===== src/rtl/clock_pkg.sv =====
// Shared types, field limits and seven-segment glyphs for the BCD clock.
package clock_pkg;

    typedef logic [3:0] bcd_digit_t;
    typedef logic [7:0] bcd_field_t;

    localparam bcd_field_t CC_MAX   = 8'h99;
    localparam bcd_field_t SS_MAX   = 8'h59;
    localparam bcd_field_t MM_MAX   = 8'h59;
    localparam bcd_field_t HH24_MAX = 8'h23;
    localparam bcd_field_t HH12_MAX = 8'h12;
    localparam bcd_field_t HH12_MIN = 8'h01;

    // Glyphs are {g..a}, segment lit = 1
    localparam logic [6:0] SEG_0 = 7'h3F;
    localparam logic [6:0] SEG_1 = 7'h06;
    localparam logic [6:0] SEG_2 = 7'h5B;
    localparam logic [6:0] SEG_3 = 7'h4F;
    localparam logic [6:0] SEG_4 = 7'h66;
    localparam logic [6:0] SEG_5 = 7'h6D;
    localparam logic [6:0] SEG_6 = 7'h7D;
    localparam logic [6:0] SEG_7 = 7'h07;
    localparam logic [6:0] SEG_8 = 7'h7F;
    localparam logic [6:0] SEG_9 = 7'h6F;

    function automatic logic [6:0] seg_drive(bcd_digit_t d, bit active_low);
        logic [6:0] g;
        case (d)
            4'd0:    g = SEG_0;
            4'd1:    g = SEG_1;
            4'd2:    g = SEG_2;
            4'd3:    g = SEG_3;
            4'd4:    g = SEG_4;
            4'd5:    g = SEG_5;
            4'd6:    g = SEG_6;
            4'd7:    g = SEG_7;
            4'd8:    g = SEG_8;
            4'd9:    g = SEG_9;
            default: g = 7'h00;
        endcase
        return active_low ? ~g : g;
    endfunction

    // Valid BCD compares correctly as plain binary
    function automatic logic bcd_valid(bcd_field_t f, bcd_field_t lo,
                                       bcd_field_t hi);
        return (f[7:4] <= 4'd9) && (f[3:0] <= 4'd9) && (f >= lo) && (f <= hi);
    endfunction

    function automatic bcd_field_t bcd_inc(bcd_field_t f, bcd_field_t max);
        if (f == max)
            return 8'h00;
        else if (f[3:0] == 4'd9)
            return {f[7:4] + 4'd1, 4'd0};
        else
            return {f[7:4], f[3:0] + 4'd1};
    endfunction

endpackage


===== src/rtl/bcd_clock_core_seg7_decode.sv =====
// Combinational BCD digit to seven-segment {g..a} decoder.
module seg7_decode
    import clock_pkg::*;
#(
    parameter bit ACTIVE_LOW = 1'b1
) (
    input  bcd_digit_t  digit,
    output logic [6:0]  seg
);

    assign seg = seg_drive(digit, ACTIVE_LOW);

endmodule


===== src/rtl/bcd_clock_core.sv =====
// BCD time-of-day engine with field loads and registered HEX outputs.
// Optional alarm compare/latch enabled by defining CLOCK_ALARM_EN.
module bcd_clock_core
    import clock_pkg::*;
#(
    parameter int CLK_HZ         = 50000000,
    parameter int TICK_HZ        = 100,
    parameter int MODE_12H       = 0,
    parameter int SEG_ACTIVE_LOW = 1
) (
    input  logic        clk,
    input  logic        rst_n,
    input  logic        run,
    input  logic [7:0]  time_in,
    input  logic        set_hour,
    input  logic        set_minute,
    input  logic        set_second,
    input  logic        set_mil,
    output logic [31:0] time_bcd,
    output logic        pm,
    output logic        tick_sec,
    output logic        set_err,
`ifdef CLOCK_ALARM_EN
    input  logic        alarm_set,
    input  logic        alarm_clr,
    output logic        alarm_hit,
`endif
    output logic [6:0]  hex7,
    output logic [6:0]  hex6,
    output logic [6:0]  hex5,
    output logic [6:0]  hex4,
    output logic [6:0]  hex3,
    output logic [6:0]  hex2,
    output logic [6:0]  hex1,
    output logic [6:0]  hex0
);

    localparam int DIV = CLK_HZ / TICK_HZ;
    localparam int PW  = (DIV > 1) ? $clog2(DIV) : 1;
    localparam logic [PW-1:0] PRESC_TOP = PW'(DIV - 1);

    localparam bit         IS_12H = (MODE_12H != 0);
    localparam bit         SEG_AL = (SEG_ACTIVE_LOW != 0);
    localparam bcd_field_t HH_MIN = IS_12H ? HH12_MIN : 8'h00;
    localparam bcd_field_t HH_MAX = IS_12H ? HH12_MAX : HH24_MAX;
    localparam bcd_field_t HH_RST = IS_12H ? HH12_MAX : 8'h00;
    localparam logic [31:0] RST_TIME = {HH_RST, 24'h000000};

    logic [PW-1:0] presc, presc_n;
    bcd_field_t    hh, mm, ss, cc;
    bcd_field_t    hh_n, mm_n, ss_n, cc_n;
    logic          pm_n;
    logic          tick;
    logic          ld_hh, ld_mm, ld_ss, ld_cc, bad;
    logic          inc_cc, inc_ss, inc_mm, inc_hh;
    logic [6:0]    seg_d [8];
    logic [6:0]    hex_q [8];

    assign time_bcd = {hh, mm, ss, cc};
    assign tick     = run && (presc == PRESC_TOP);

    assign ld_hh = set_hour   && bcd_valid(time_in, HH_MIN, HH_MAX);
    assign ld_mm = set_minute && bcd_valid(time_in, 8'h00, MM_MAX);
    assign ld_ss = set_second && bcd_valid(time_in, 8'h00, SS_MAX);
    assign ld_cc = set_mil    && bcd_valid(time_in, 8'h00, CC_MAX);
    assign bad   = (set_hour && !ld_hh) || (set_minute && !ld_mm) ||
                   (set_second && !ld_ss) || (set_mil && !ld_cc);

    // A loaded field neither takes a carry in nor passes one on
    assign inc_cc = tick && !ld_cc && !ld_ss;
    assign inc_ss = inc_cc && (cc == CC_MAX);
    assign inc_mm = inc_ss && (ss == SS_MAX) && !ld_mm;
    assign inc_hh = inc_mm && (mm == MM_MAX) && !ld_hh;

    always_comb begin
        presc_n = presc;
        cc_n    = cc;
        ss_n    = ss;
        mm_n    = mm;
        hh_n    = hh;
        pm_n    = pm;
        if (ld_ss)
            presc_n = '0;
        else if (tick)
            presc_n = '0;
        else if (run)
            presc_n = presc + PW'(1);
        if (inc_cc) cc_n = bcd_inc(cc, CC_MAX);
        if (ld_ss)  cc_n = 8'h00;
        if (ld_cc)  cc_n = time_in;
        if (inc_ss) ss_n = bcd_inc(ss, SS_MAX);
        if (ld_ss)  ss_n = time_in;
        if (inc_mm) mm_n = bcd_inc(mm, MM_MAX);
        if (ld_mm)  mm_n = time_in;
        if (inc_hh) begin
            if (IS_12H) begin
                hh_n = (hh == HH12_MAX) ? HH12_MIN : bcd_inc(hh, HH12_MAX);
                if (hh == 8'h11) pm_n = !pm;
            end else begin
                hh_n = bcd_inc(hh, HH24_MAX);
            end
        end
        if (ld_hh) hh_n = time_in;
    end

    always_ff @(posedge clk or negedge rst_n) begin
        if (!rst_n) begin
            presc    <= '0;
            hh       <= HH_RST;
            mm       <= 8'h00;
            ss       <= 8'h00;
            cc       <= 8'h00;
            pm       <= 1'b0;
            tick_sec <= 1'b0;
            set_err  <= 1'b0;
        end else begin
            presc    <= presc_n;
            hh       <= hh_n;
            mm       <= mm_n;
            ss       <= ss_n;
            cc       <= cc_n;
            pm       <= pm_n;
            tick_sec <= inc_ss;
            set_err  <= bad;
        end
    end

    for (genvar i = 0; i < 8; i++) begin : g_seg
        seg7_decode #(
            .ACTIVE_LOW (SEG_AL)
        ) u_seg (
            .digit (time_bcd[4*i +: 4]),
            .seg   (seg_d[i])
        );
    end

    always_ff @(posedge clk or negedge rst_n) begin
        if (!rst_n) begin
            for (int i = 0; i < 8; i++)
                hex_q[i] <= seg_drive(RST_TIME[4*i +: 4], SEG_AL);
        end else begin
            for (int i = 0; i < 8; i++)
                hex_q[i] <= seg_d[i];
        end
    end

    assign hex0 = hex_q[0];
    assign hex1 = hex_q[1];
    assign hex2 = hex_q[2];
    assign hex3 = hex_q[3];
    assign hex4 = hex_q[4];
    assign hex5 = hex_q[5];
    assign hex6 = hex_q[6];
    assign hex7 = hex_q[7];

`ifdef CLOCK_ALARM_EN
    logic [15:0] alarm_q;
    logic        armed;

    always_ff @(posedge clk or negedge rst_n) begin
        if (!rst_n) begin
            alarm_q   <= 16'h0000;
            armed     <= 1'b0;
            alarm_hit <= 1'b0;
        end else begin
            if (alarm_set) begin
                alarm_q <= {hh, mm};
                armed   <= 1'b1;
            end
            if (alarm_clr)
                alarm_hit <= 1'b0;
            else if (armed && ({hh, mm} == alarm_q) &&
                     (ss == 8'h00) && (cc == 8'h00))
                alarm_hit <= 1'b1;
        end
    end
`endif

endmodule


===== config.mk =====
export PLATFORM = sky130hd
export DESIGN_NAME = bcd_clock_core
export DESIGN_NICKNAME = d
export VERILOG_FILES = /design/src/rtl/clock_pkg.sv /design/src/rtl/bcd_clock_core_seg7_decode.sv /design/src/rtl/bcd_clock_core.sv
export SDC_FILE = /design/constraint.sdc
export NUM_CORES = 1
export LEC_CHECK = 0
export ABC_AREA = 1
export CAP_MARGIN = 20
export CORE_AREA = 4 4 129 131
export DETAILED_ROUTE_END_ITERATION = 8
export DIE_AREA = 0 0 133 135
export GPL_TIMING_DRIVEN = 0
export HOLD_SLACK_MARGIN = 0.1
export PLACE_DENSITY = 0.69
export SETUP_SLACK_MARGIN = 0.1
export SYNTH_ARGS = -nofsm -noshare
export SYNTH_HDL_FRONTEND = slang
export SYNTH_SLANG_ARGS = --single-unit

===== constraint.sdc =====
create_clock -name clk -period 2.3 [get_ports clk]
set_input_delay 0.345 -clock clk [delete_from_list [all_inputs] [get_ports clk]]
set_output_delay 0.345 -clock clk [all_outputs]
set_load 0.005 [all_outputs]

==> metrics.md <==
| Metric | Value |
|---|---|
| Count of buffering cells on the critical path with inverters included | 0 |
| CTS buffer count | 9 |
| Worst hold path class | primary input to register |
| Routed wire length | 13.7 mm |
| Depth of the worst hold-timing path | 3 |
| Setup violations, final | 0 |
| Synth warn | 0 |
| First-pass GRT wire length | 23.2 mm |
| Slowest-stage cell, CP | dfrtp_1 |
| Pin count of the biggest net entering global routing | 73 |
| Count of TritonRoute iterations in the first routing pass | 4 |
| Rel. slew slack | 0.637 |
| Number of cells on the worst reg-to-reg path | 13 |
| Crit path time final | 2.04 ns |
| Status | finished, final reports clean |
| Clock tree from TritonCTS | built |
| Max Fclk | 0.490 GHz |
| Share of the yosys chip area belonging to registers | 0.451 |
| Transition at the pin with the smallest max-transition slack | 0.539 ns |
| Iteration-0 DRC count of the detailed router | 230 |
| Total count of max-transition violations in the final report | 0 |
| Max-cap violations | 0 |
| Arrival time at the worst endpoint | 2.27 ns |
| Cells along the critical path | ha_2 > nand2_1 > nor2_2 > nand2_1 > nor2_1 > and2_2 > nand3b_4 > nor2_8 > nand2_1 > nand2_2 > nand2_2 > nand2_1 > o21ai_1 |
| Count of cell types in the netlist | 36 |
| Slowest stage delay, CP | 0.40 ns |
| Number of buffers between clock root and the deepest sink | 2 |
| Overall power consumption | 6.67 mW |
| DIE WIDTH | 133 µm |
| Vias post-DR | 5067 |
| Worst ir drop on vdd | 0.462 mV |
| GR Layer Usage met1 | 0.210 |
| Clk_skew | 0.0139 ns |
| Layout Utilization | 0.499 |
| Required @ worst endpoint | 2.53 ns |
| Initial Utilization | 0.389 |
| Post-CTS clock slew at the launch and capture registers of the worst setup and hold paths | 0.07 ns |
| Cell leakage power | 3.75 nW |
| Ratio of cells with drive above 1 in the final layout | 0.0843 |
| Commonest non-fill, non-tap cell in the layout | nand2_1 |
| Total gr overflow | 0 |
| Synthesized area | 0.00607 mm² |
| Synthesized flop and latch total | 109 |
| Sequential cell area | 0.00274 mm² |
| Crit path capture type | register |
| Startpoint Class | register |
| Number of hold violations in the final report | 0 |
| Height of the die | 135 µm |
| Number of clock sinks seen by CTS | 109 |
| Mean cell area of the mapped netlist | 8.37 µm² |
| Core Region | 0.0156 mm² |
| Post-DP HPWL | 10.3 mm |
| Count of antenna diodes in the layout | 0 |
| Total power density per cell area | 857 mW/mm² |
| Top-level port count | 106 |
| Area added between synthesis and finish | 28.2% |
| Most Crowded Layer GR | met2 |
| Cell repeated most along the worst path | nand2_1 |
| Worst path top cell family by delay | simple AND/OR/NAND/NOR gates |
| Full die area | 0.0180 mm² |
| Biggest fanout along the worst timing path | 8 |
| Most frequent cells in the layout | nand2_1, dfrtp_1, clkdlybuf4s50_1 |
| Number of filler instances in the final layout | 1505 |
| Root Buffer | clkbuf_16 |
| Ratio of routed vias to standard cells | 4.74 |
| Final Cycle Share | 0.887 |
| GR Util All Layers | 0.158 |
| Area of the multi-input gates | 0.00294 mm² |
| Hold Slack | 0.414 ns |
| Final weighted congestion in routability-driven placement | 0.927 |
| Met3 usage | 0.0343 |
| Post-DR wirelength/cell | 12.8 µm |
| Level count of the clock H-tree | 3 |
| Clock latency on the worst-skew pair | 0.36 ns |
| Net Count, Synth | 793 |
| Initial antenna violation count | 0 |
| WS Path Type | register to register |
| Number of I/O port buffers | 104 |
| Met2 GRT Util | 0.253 |
| Number of remaining DRC errors | 0 |
| Unrepaired setup endpoints after global routing | no |
| Nets | 917 |
| Crit path depth | 13 |
| Count of nets left with antenna violations after detail routing | 0 |
| Number of global-route vias before repair | 4841 |
| Row cnt | 46 |
| Post-synthesis cell count | 725 |
flip-flops by register name (all words and copies together), names as in the netlist:
register,count
hex5,7
hh,8
hex3,7
hex1,7
tick_sec,1
mm,8
cc,8
presc,19
set_err,1
ss,8
hex2,7
hex4,7
hex6,7
hex0,7
hex7,7
cell type report:
class | count | share of cell area
Timing Repair Buffer | 113 | 0.147
Buffer | 12 | 0.00837
Multi-Input combinational cell | 515 | 0.379
Inverter | 89 | 0.0430
Clock inverter | 7 | 0.00788
Tap cell | 216 | 0.0347
Clock buffer | 9 | 0.0290
Sequential cell | 109 | 0.352
power by group:
part           total [mW]  internal, mW  switching [mW]
clock network        1.49         0.748           0.742
registers            2.80          2.43           0.362
logic                2.38          1.24            1.14
total                6.67          4.42            2.25
Yosys cell counts, drive strengths merged:
cell type / count / area share
o22ai: 2 / 0.0021
nand3: 59 / 0.054
nand2: 174 / 0.11
o311ai: 2 / 0.0029
nor3: 12 / 0.011
dfstp: 8 / 0.035
ha: 53 / 0.11
and2: 1 / 0.0012
nand3b: 1 / 0.0033
or2: 4 / 0.0041
a31oi: 3 / 0.0031
inv: 89 / 0.055
o211ai: 9 / 0.011
o21ai: 87 / 0.072
clkbuf: 7 / 0.0043
a21oi: 14 / 0.012
dfrtp: 101 / 0.42
nor4: 1 / 0.0010
a211oi: 1 / 0.0012
o31ai: 1 / 0.0012
conb: 1 / 0.00062
xor2: 16 / 0.023
xnor2: 3 / 0.0043
buf: 5 / 0.0060
nor2: 54 / 0.038
nand4: 17 / 0.018
cells by family after synthesis:
kind of cell / synth area share
other: 0.000618
and+or+nand+nor: 0.240
DFF: 0.451
adders and majority gates: 0.109
AOI/OAI and AO/OA: 0.106
xor gates and xnor gates: 0.0274
buffers and inverters: 0.0654
metrics by stage:
step	area, µm²	std cells	setup slack, ns	TNS, ns
6_report	7780	1070	0.261	0
3_5_place_dp	7400	1046	-0.285	-8.94
4_1_cts	7700	1063	0.110	0
3_3_place_gp	7380	1045	-3.25	-350.74
2_1_floorplan	6070	725	0.502	0
5_1_grt	7780	1070	0.100	0
metal layers:
layer / up-vias / share of wire
met5: - / 0
met4: 0 / 0.014
met3: 12 / 0.063
met2: 109 / 0.47
met1: 2338 / 0.45
li1: 2608 / -
worst register-to-register path: stages (launching register included):
cell and delay [ns]:
dfrtp_1 0.40, ha_2 0.21, nand2_1 0.09, nor2_2 0.11
nand2_1 0.10, nor2_1 0.11, and2_2 0.19, nand3b_4 0.11
nor2_8 0.14, nand2_1 0.10, nand2_2 0.12, nand2_2 0.13
nand2_1 0.08, o21ai_1 0.06
what timing repair did:
action | 4_1_cts | 5_1_grt
hold endpoints to repair | 34 | 0
setup buffers | 0 | 7
hold buffers | 1 | 0
resized for setup | 1 | 9
endpoints found under the setup margin | 1 | 35
pin swaps | 0 | 2
worst paths after layout:
check	endpoint	startpoint	slack (ns)
max	mm[4]	presc[0]	0.26
min	mm[0]	time_in[0]	0.41
max reg2reg	mm[4]	presc[0]	0.26
min reg2reg	presc[0]	presc[0]	0.51
max in group asynchronous	hex7[6]	rst_n	1.02
min in group asynchronous	hex0[1]	rst_n	0.51
No activity file was read; power rests on OpenSTA's default activity.
==> variant 1: new RTL, same flow settings <==
The option `CLOCK_ALARM_EN` is turned on by a define.
--- a/src/rtl/bcd_clock_core.sv
+++ b/src/rtl/bcd_clock_core.sv
@@ -1,4 +1,6 @@
 // BCD time-of-day engine with field loads and registered HEX outputs.
 // Optional alarm compare/latch enabled by defining CLOCK_ALARM_EN.
+`define CLOCK_ALARM_EN
+
 module bcd_clock_core
     import clock_pkg::*;
Ports: changed (added alarm_clr, alarm_hit and alarm_set); port bits go from 106 to 109. The function was not compared with the original's and may differ.
==> variant 1 against the unedited design <==
First-iteration DRC count is 90% higher; utilization up 7.6 points; worst setup slack better by 0.027 ns; wire length increased by 24%; synthesized area is 13% higher; total power increased by 33%; cell area increased by 15%; sequential cell count rose by 18; largest power group unchanged.
==> variant 1: results (changes against the unedited design) <==
The run finished with clean final reports. The run gives 1145 (was 1046) as the number of placed instances with taps included. The CTS buffer count was 17 (was 9). The number of distinct standard cells referenced by the synthesized netlist was 42 (was 36).

The number of fill cells is 1342 (was 1505), and the worst slack at placement is -0.246 ns (was -0.285 ns). The share of layout cells above drive strength 1 is 0.0859 (was 0.0843). The setup slack on the worst flop-to-flop path is 0.30 ns (was 0.26 ns). The overall global routing resource usage is 0.200 (was 0.158). The number of I/O port buffers was 107 (was 104); the post-detailed-placement half-perimeter wirelength was 12300 um (was 10300 um).

The static leakage power is 4.24 nW (was 3.75 nW), and the final weighted congestion of routability-driven global placement is 0.876 (was 0.927). In the final layout, the registers with the most flip-flops are presc x19, alarm_q x16. The tools report the start point of the worst min-delay path as time_in[5] (was time_in[0]). CTS clock-pin slew for the worst setup and hold paths: 0.06 ns. Startpoint of the most critical register-to-register path: cc[1]$_DFFE_PN0P_ (was presc[0]$_DFFE_PN0P_). For the number of global-route vias before repair, the log shows 5718 (was 4841).

The post-route worst hold slack came out at 0.369 ns (was 0.414 ns). For the number of DRC violations after detailed-routing iteration 0, the log shows 436 (was 230). The worst-case vdd ir drop is 0.577 mV (was 0.462 mV). Post-synth top cells: 169 x nand2_1, 119 x dfrtp_1, 105 x inv_1 (was 169 x nand2_1, 101 x dfrtp_1, 82 x inv_1). For the first-pass GRT wire length, the log shows 29000 um (was 23200 um).

The run gives 69 (was 73) as the largest net degree at the start of global routing. The worst hold endpoint is cc[5]$_DFFE_PN0P_ (was mm[0]$_DFFE_PN0P_). Total internal power: 6.08 mW (was 4.42 mW).

The run gives 0 (unchanged) as the total of warnings raised by yosys. The insertion delay to the later sink of the worst-skew pair came out at 0.42 ns (was 0.36 ns). The run gives 891 (was 793) as the post-synthesis net count.

The maximum clock skew at final layout was 0.00906 ns (was 0.0139 ns); the final cell count without fillers was 1182 (was 1070). The end of the worst register-to-register path was hh[2]$_DFFE_PN0P_ (was mm[4]$_DFFE_PN0P_). The logs give 0.463 (was 0.451) for the portion of the post-synthesis area used by sequential elements and 4 (was 3) for the total number of H-tree levels.

Largest cells by area after synthesis: dfrtp_1 43%, ha_1 9.6%, nand2_1 9.2% (was dfrtp_1 42%, ha_1 11%, nand2_1 10%). The detailed-route wire length per cell came out at 14.4 um (was 12.8 um). The run gives 821 (was 725) as the instance count of the mapped netlist. The number of buffers between clock root and the deepest sink is 2 (unchanged), and the number of nets in the final layout is 1025 (was 917). The normalized max-slew margin is 0.568 (was 0.637). The highest net fanout along the worst path is 10 (was 8).

The total vias in the final route is 5904 (was 5067), and the first-pass iteration count of the detailed router is 4 (unchanged).
-- variant 1: critical path, cell delays in order --
cell and delay, ns:
clkdlybuf4s50_1 0.60, nand2_1 0.09, nor3_2 0.14, nand2_1 0.07, nand2_1 0.06, nand2_1 0.08, nand3_1 0.13, buf_4 0.20
nand2_2 0.17, nor2_2 0.15, inv_2 0.08, o211ai_1 0.08, o211ai_1 0.10
-- variant 1: per-stage QoR --
stage               utilization  area, um2  power (mW)  TNS (ns)
floorplan                     -       6880        4.64         0
global placement          0.527       8220        6.11   -520.09
detailed placement        0.529       8250        6.14     -6.57
CTS                       0.568       8870        8.96         0
global route              0.575       8960        9.51         0
finish                    0.575       8960        8.90         0
-- variant 1: area by class of cell --
class / count / area, um2 / area share
clock buffer: 24 / 502 / 0.0560
inverter: 113 / 424 / 0.0473
multi-input combinational: 567 / 3240 / 0.362
sequential: 127 / 3190 / 0.356
timing repair buffer: 115 / 1160 / 0.129
tap: 216 / 270 / 0.0302
buffer: 14 / 72.6 / 0.00810
clock inverter: 6 / 105 / 0.0117
-- variant 1: what timing repair did --
item | in CTS | in global routing
hold endpoints to repair | 54 | 0
hold buffers | 1 | 0
endpoints found under the setup margin | 0 | 29
gates resized for setup | 0 | 17
setup buffers | 0 | 6
-- variant 1: power groups by stage --
stage	registers, mW	logic [mW]	clock network (mW)
finish	3.26	2.87	2.77
global route	3.36	3.24	2.92
CTS	3.26	2.88	2.82
detailed placement	3.28	2.86	0
global placement	3.29	2.82	0
floorplan	3.26	1.38	0
-- variant 1: worst max path at each step --
stage	start	end	slack [ns]	cells past startpoint
2_1_floorplan	cc[1]$_DFFE_PN0P_	mm[6]$_DFFE_PN0P_	0.48	13
3_5_place_dp	time_in[5]	hh[2]$_DFFE_PN0P_	-0.25	9
5_1_grt	presc[0]$_DFFE_PN0P_	ss[5]$_DFFE_PN0P_	0.07	12
3_3_place_gp	rst_n	presc[1]$_DFFE_PN0P_	-4.17	1
4_1_cts	cc[1]$_DFFE_PN0P_	mm[6]$_DFFE_PN0P_	0.11	13
6_report	time_in[4]	cc[2]$_DFFE_PN0P_	0.29	13
-- variant 1: cell families (layout without fill, tap and decap cells) --
family	count (synthesis)	count (layout)	synth area share
compound gates	165	165	0.134
simple gates	328	328	0.208
other cells	1	1	0.000545
buf+inv	127	272	0.0722
flops	127	127	0.463
fa+ha+maj	53	53	0.0964
xor+xnor	20	20	0.0255
-- variant 1: per-layer routing --
layer  wire (um)  global-route usage  vias up
li1            -                   -     2980
met1        8170               0.281     2785
met2        7820               0.311      119
met3         732              0.0414       20
met4         250              0.0658        0
met5           0                   0        -
==> variant 2: new RTL, config.mk and constraints unchanged <==
Made on the original files. Put a register stage on the outputs `hex7`, `hex6`, `hex5`, `hex4`, `hex3`, `hex2`, `hex1` and `hex0`, cleared by the reset. The values now appear one clock later. The other outputs are not delayed to match.
--- a/src/rtl/bcd_clock_core.sv
+++ b/src/rtl/bcd_clock_core.sv
@@ -145,12 +145,25 @@
     end
 
-    assign hex0 = hex_q[0];
-    assign hex1 = hex_q[1];
-    assign hex2 = hex_q[2];
-    assign hex3 = hex_q[3];
-    assign hex4 = hex_q[4];
-    assign hex5 = hex_q[5];
-    assign hex6 = hex_q[6];
-    assign hex7 = hex_q[7];
+    always_ff @(posedge clk or negedge rst_n) begin
+        if (!rst_n) begin
+            hex7 <= '0;
+            hex6 <= '0;
+            hex5 <= '0;
+            hex4 <= '0;
+            hex3 <= '0;
+            hex2 <= '0;
+            hex1 <= '0;
+            hex0 <= '0;
+        end else begin
+            hex7 <= hex_q[7];
+            hex6 <= hex_q[6];
+            hex5 <= hex_q[5];
+            hex4 <= hex_q[4];
+            hex3 <= hex_q[3];
+            hex2 <= hex_q[2];
+            hex1 <= hex_q[1];
+            hex0 <= hex_q[0];
+        end
+    end
 
 `ifdef CLOCK_ALARM_EN
Function: changed (Yosys sat finds a counterexample within 4 cycles, from zero or initial values and one cycle with rst_n low).
==> variant 2 against the unedited design <==
Sequential cell count grew 56; total power is 44% higher; die area is the same; via count up 7.3%; sequential power rose by 49%; maximum frequency decreased by 1.3%; cell area increased by 21%; global-route usage grew 1.7 points; worst setup slack got worse by 0.027 ns; hold slack got worse by 0.072 ns; synthesized area increased by 22%; wire length grew 8.0%; critical path type is now in -> reg; largest power group unchanged.
==> variant 2: results (changes against the unedited design) <==
The end of the worst register-to-register path was mm[6]$_DFFE_PN0P_ (was mm[4]$_DFFE_PN0P_). The tools report the critical path launch point as time_in[3] (was presc[0]$_DFFE_PN0P_). The met3 usage was 0.0462 (was 0.0343).

The setup slack on the worst flop-to-flop path is 0.33 ns (was 0.26 ns), and the overall global routing resource usage is 0.175 (was 0.158). The run gives 835 (was 793) as the post-synthesis net count. For the insertion delay to the later sink of the worst-skew pair, the log shows 0.43 ns (was 0.36 ns). The static leakage power was 4.52 nW (was 3.75 nW). The sum of routed wire length over all layers was 14800 um (was 13700 um); the post-detailed-placement half-perimeter wirelength was 10400 um (was 10300 um). The largest net degree at the start of global routing is 101 (was 73), and the first-pass iteration count of the detailed router is 6 (was 4). The number of placed instances with taps included is 1088 (was 1046). Number of fill cells: 1302 (was 1505). Total met3 wirelength after detailed routing: 648 um (was 868 um).

The run finished with clean final reports. The family of cells with the greatest summed delay on the critical path was buffers and inverters (was simple AND/OR/NAND/NOR gates). The number of DRC violations after detailed-routing iteration 0 is 347 (was 230), and the time the final worst path needs with I/O delays and setup is 2.07 ns (was 2.04 ns). The stage delay of the slowest cell on the critical path was 0.66 ns (was 0.40 ns); the worst slack at placement was -0.199 ns (was -0.285 ns). The run gives 40 (was 36) as the number of distinct standard cells referenced by the synthesized netlist. The signal arrival time at the worst endpoint was 2.37 ns (was 2.27 ns); the share of layout cells above drive strength 1 was 0.101 (was 0.0843). The normalized max-slew margin was 0.593 (was 0.637).

Total number of H-tree levels: 4 (was 3). The placed cell area was 0.00877 mm2 (was 0.00740 mm2). The CTS buffer count was 17 (was 9).
## variant 2: cells by family (layout without fill, tap and decap cells)
| group | count (synthesis) | in the layout | share of synthesized area |
|---|---|---|---|
| buffers and inverters | 98 | 239 | 0.0547 |
| and+or+nand+nor | 311 | 311 | 0.186 |
| AOI/OAI and AO/OA | 122 | 122 | 0.0921 |
| xor gates and xnor gates | 17 | 17 | 0.0200 |
| DFF | 165 | 165 | 0.557 |
| other | 1 | 1 | 0.000505 |
| adders and majority gates | 53 | 53 | 0.0893 |
## variant 2: report_power, final
part | switching (mW) | leakage (nW) | internal (mW)
sequential | 0.433 | 2.08 | 3.75
combinational | 1.23 | 2.14 | 1.27
clock | 1.18 | 0.304 | 1.74
total | 2.84 | 4.52 | 6.76
## variant 2: worst register-to-register path: cells and delay by family (launching register included)
family / cells / cell delay (ns)
adder cells (fa/ha/maj): 1 / 0.20
AND/OR/NAND/NOR: 10 / 1.18
buffers and inverters: 1 / 0.04
flip-flops: 1 / 0.39
AO/OA/AOI/OAI: 1 / 0.07
## variant 2: final cells by class
cell class,count,share of cell area
buffer,12,0.00888
clock buffer,21,0.0509
clock inverter,11,0.0147
inverter,86,0.0342
multi-input combinational,504,0.307
sequential,165,0.439
tap,216,0.0286
timing repair buffer,109,0.117
## variant 2: metrics by stage
| stage | TNS, ns | hold slack [ns] |
|---|---|---|
| 2_1_floorplan | 0 | 0.0494 |
| 6_report | 0 | 0.342 |
| 4_1_cts | 0 | 0.347 |
| 3_3_place_gp | -905.42 | 0.332 |
| 5_1_grt | 0 | 0.353 |
| 3_5_place_dp | -4.25 | 0.324 |
## variant 2: repair_timing
action                                 CTS  global route
gates resized for setup                  0             4
hold buffers                             1             0
setup endpoints to repair                0            17
endpoints found under the hold margin   63             0
buffers inserted                         0             3
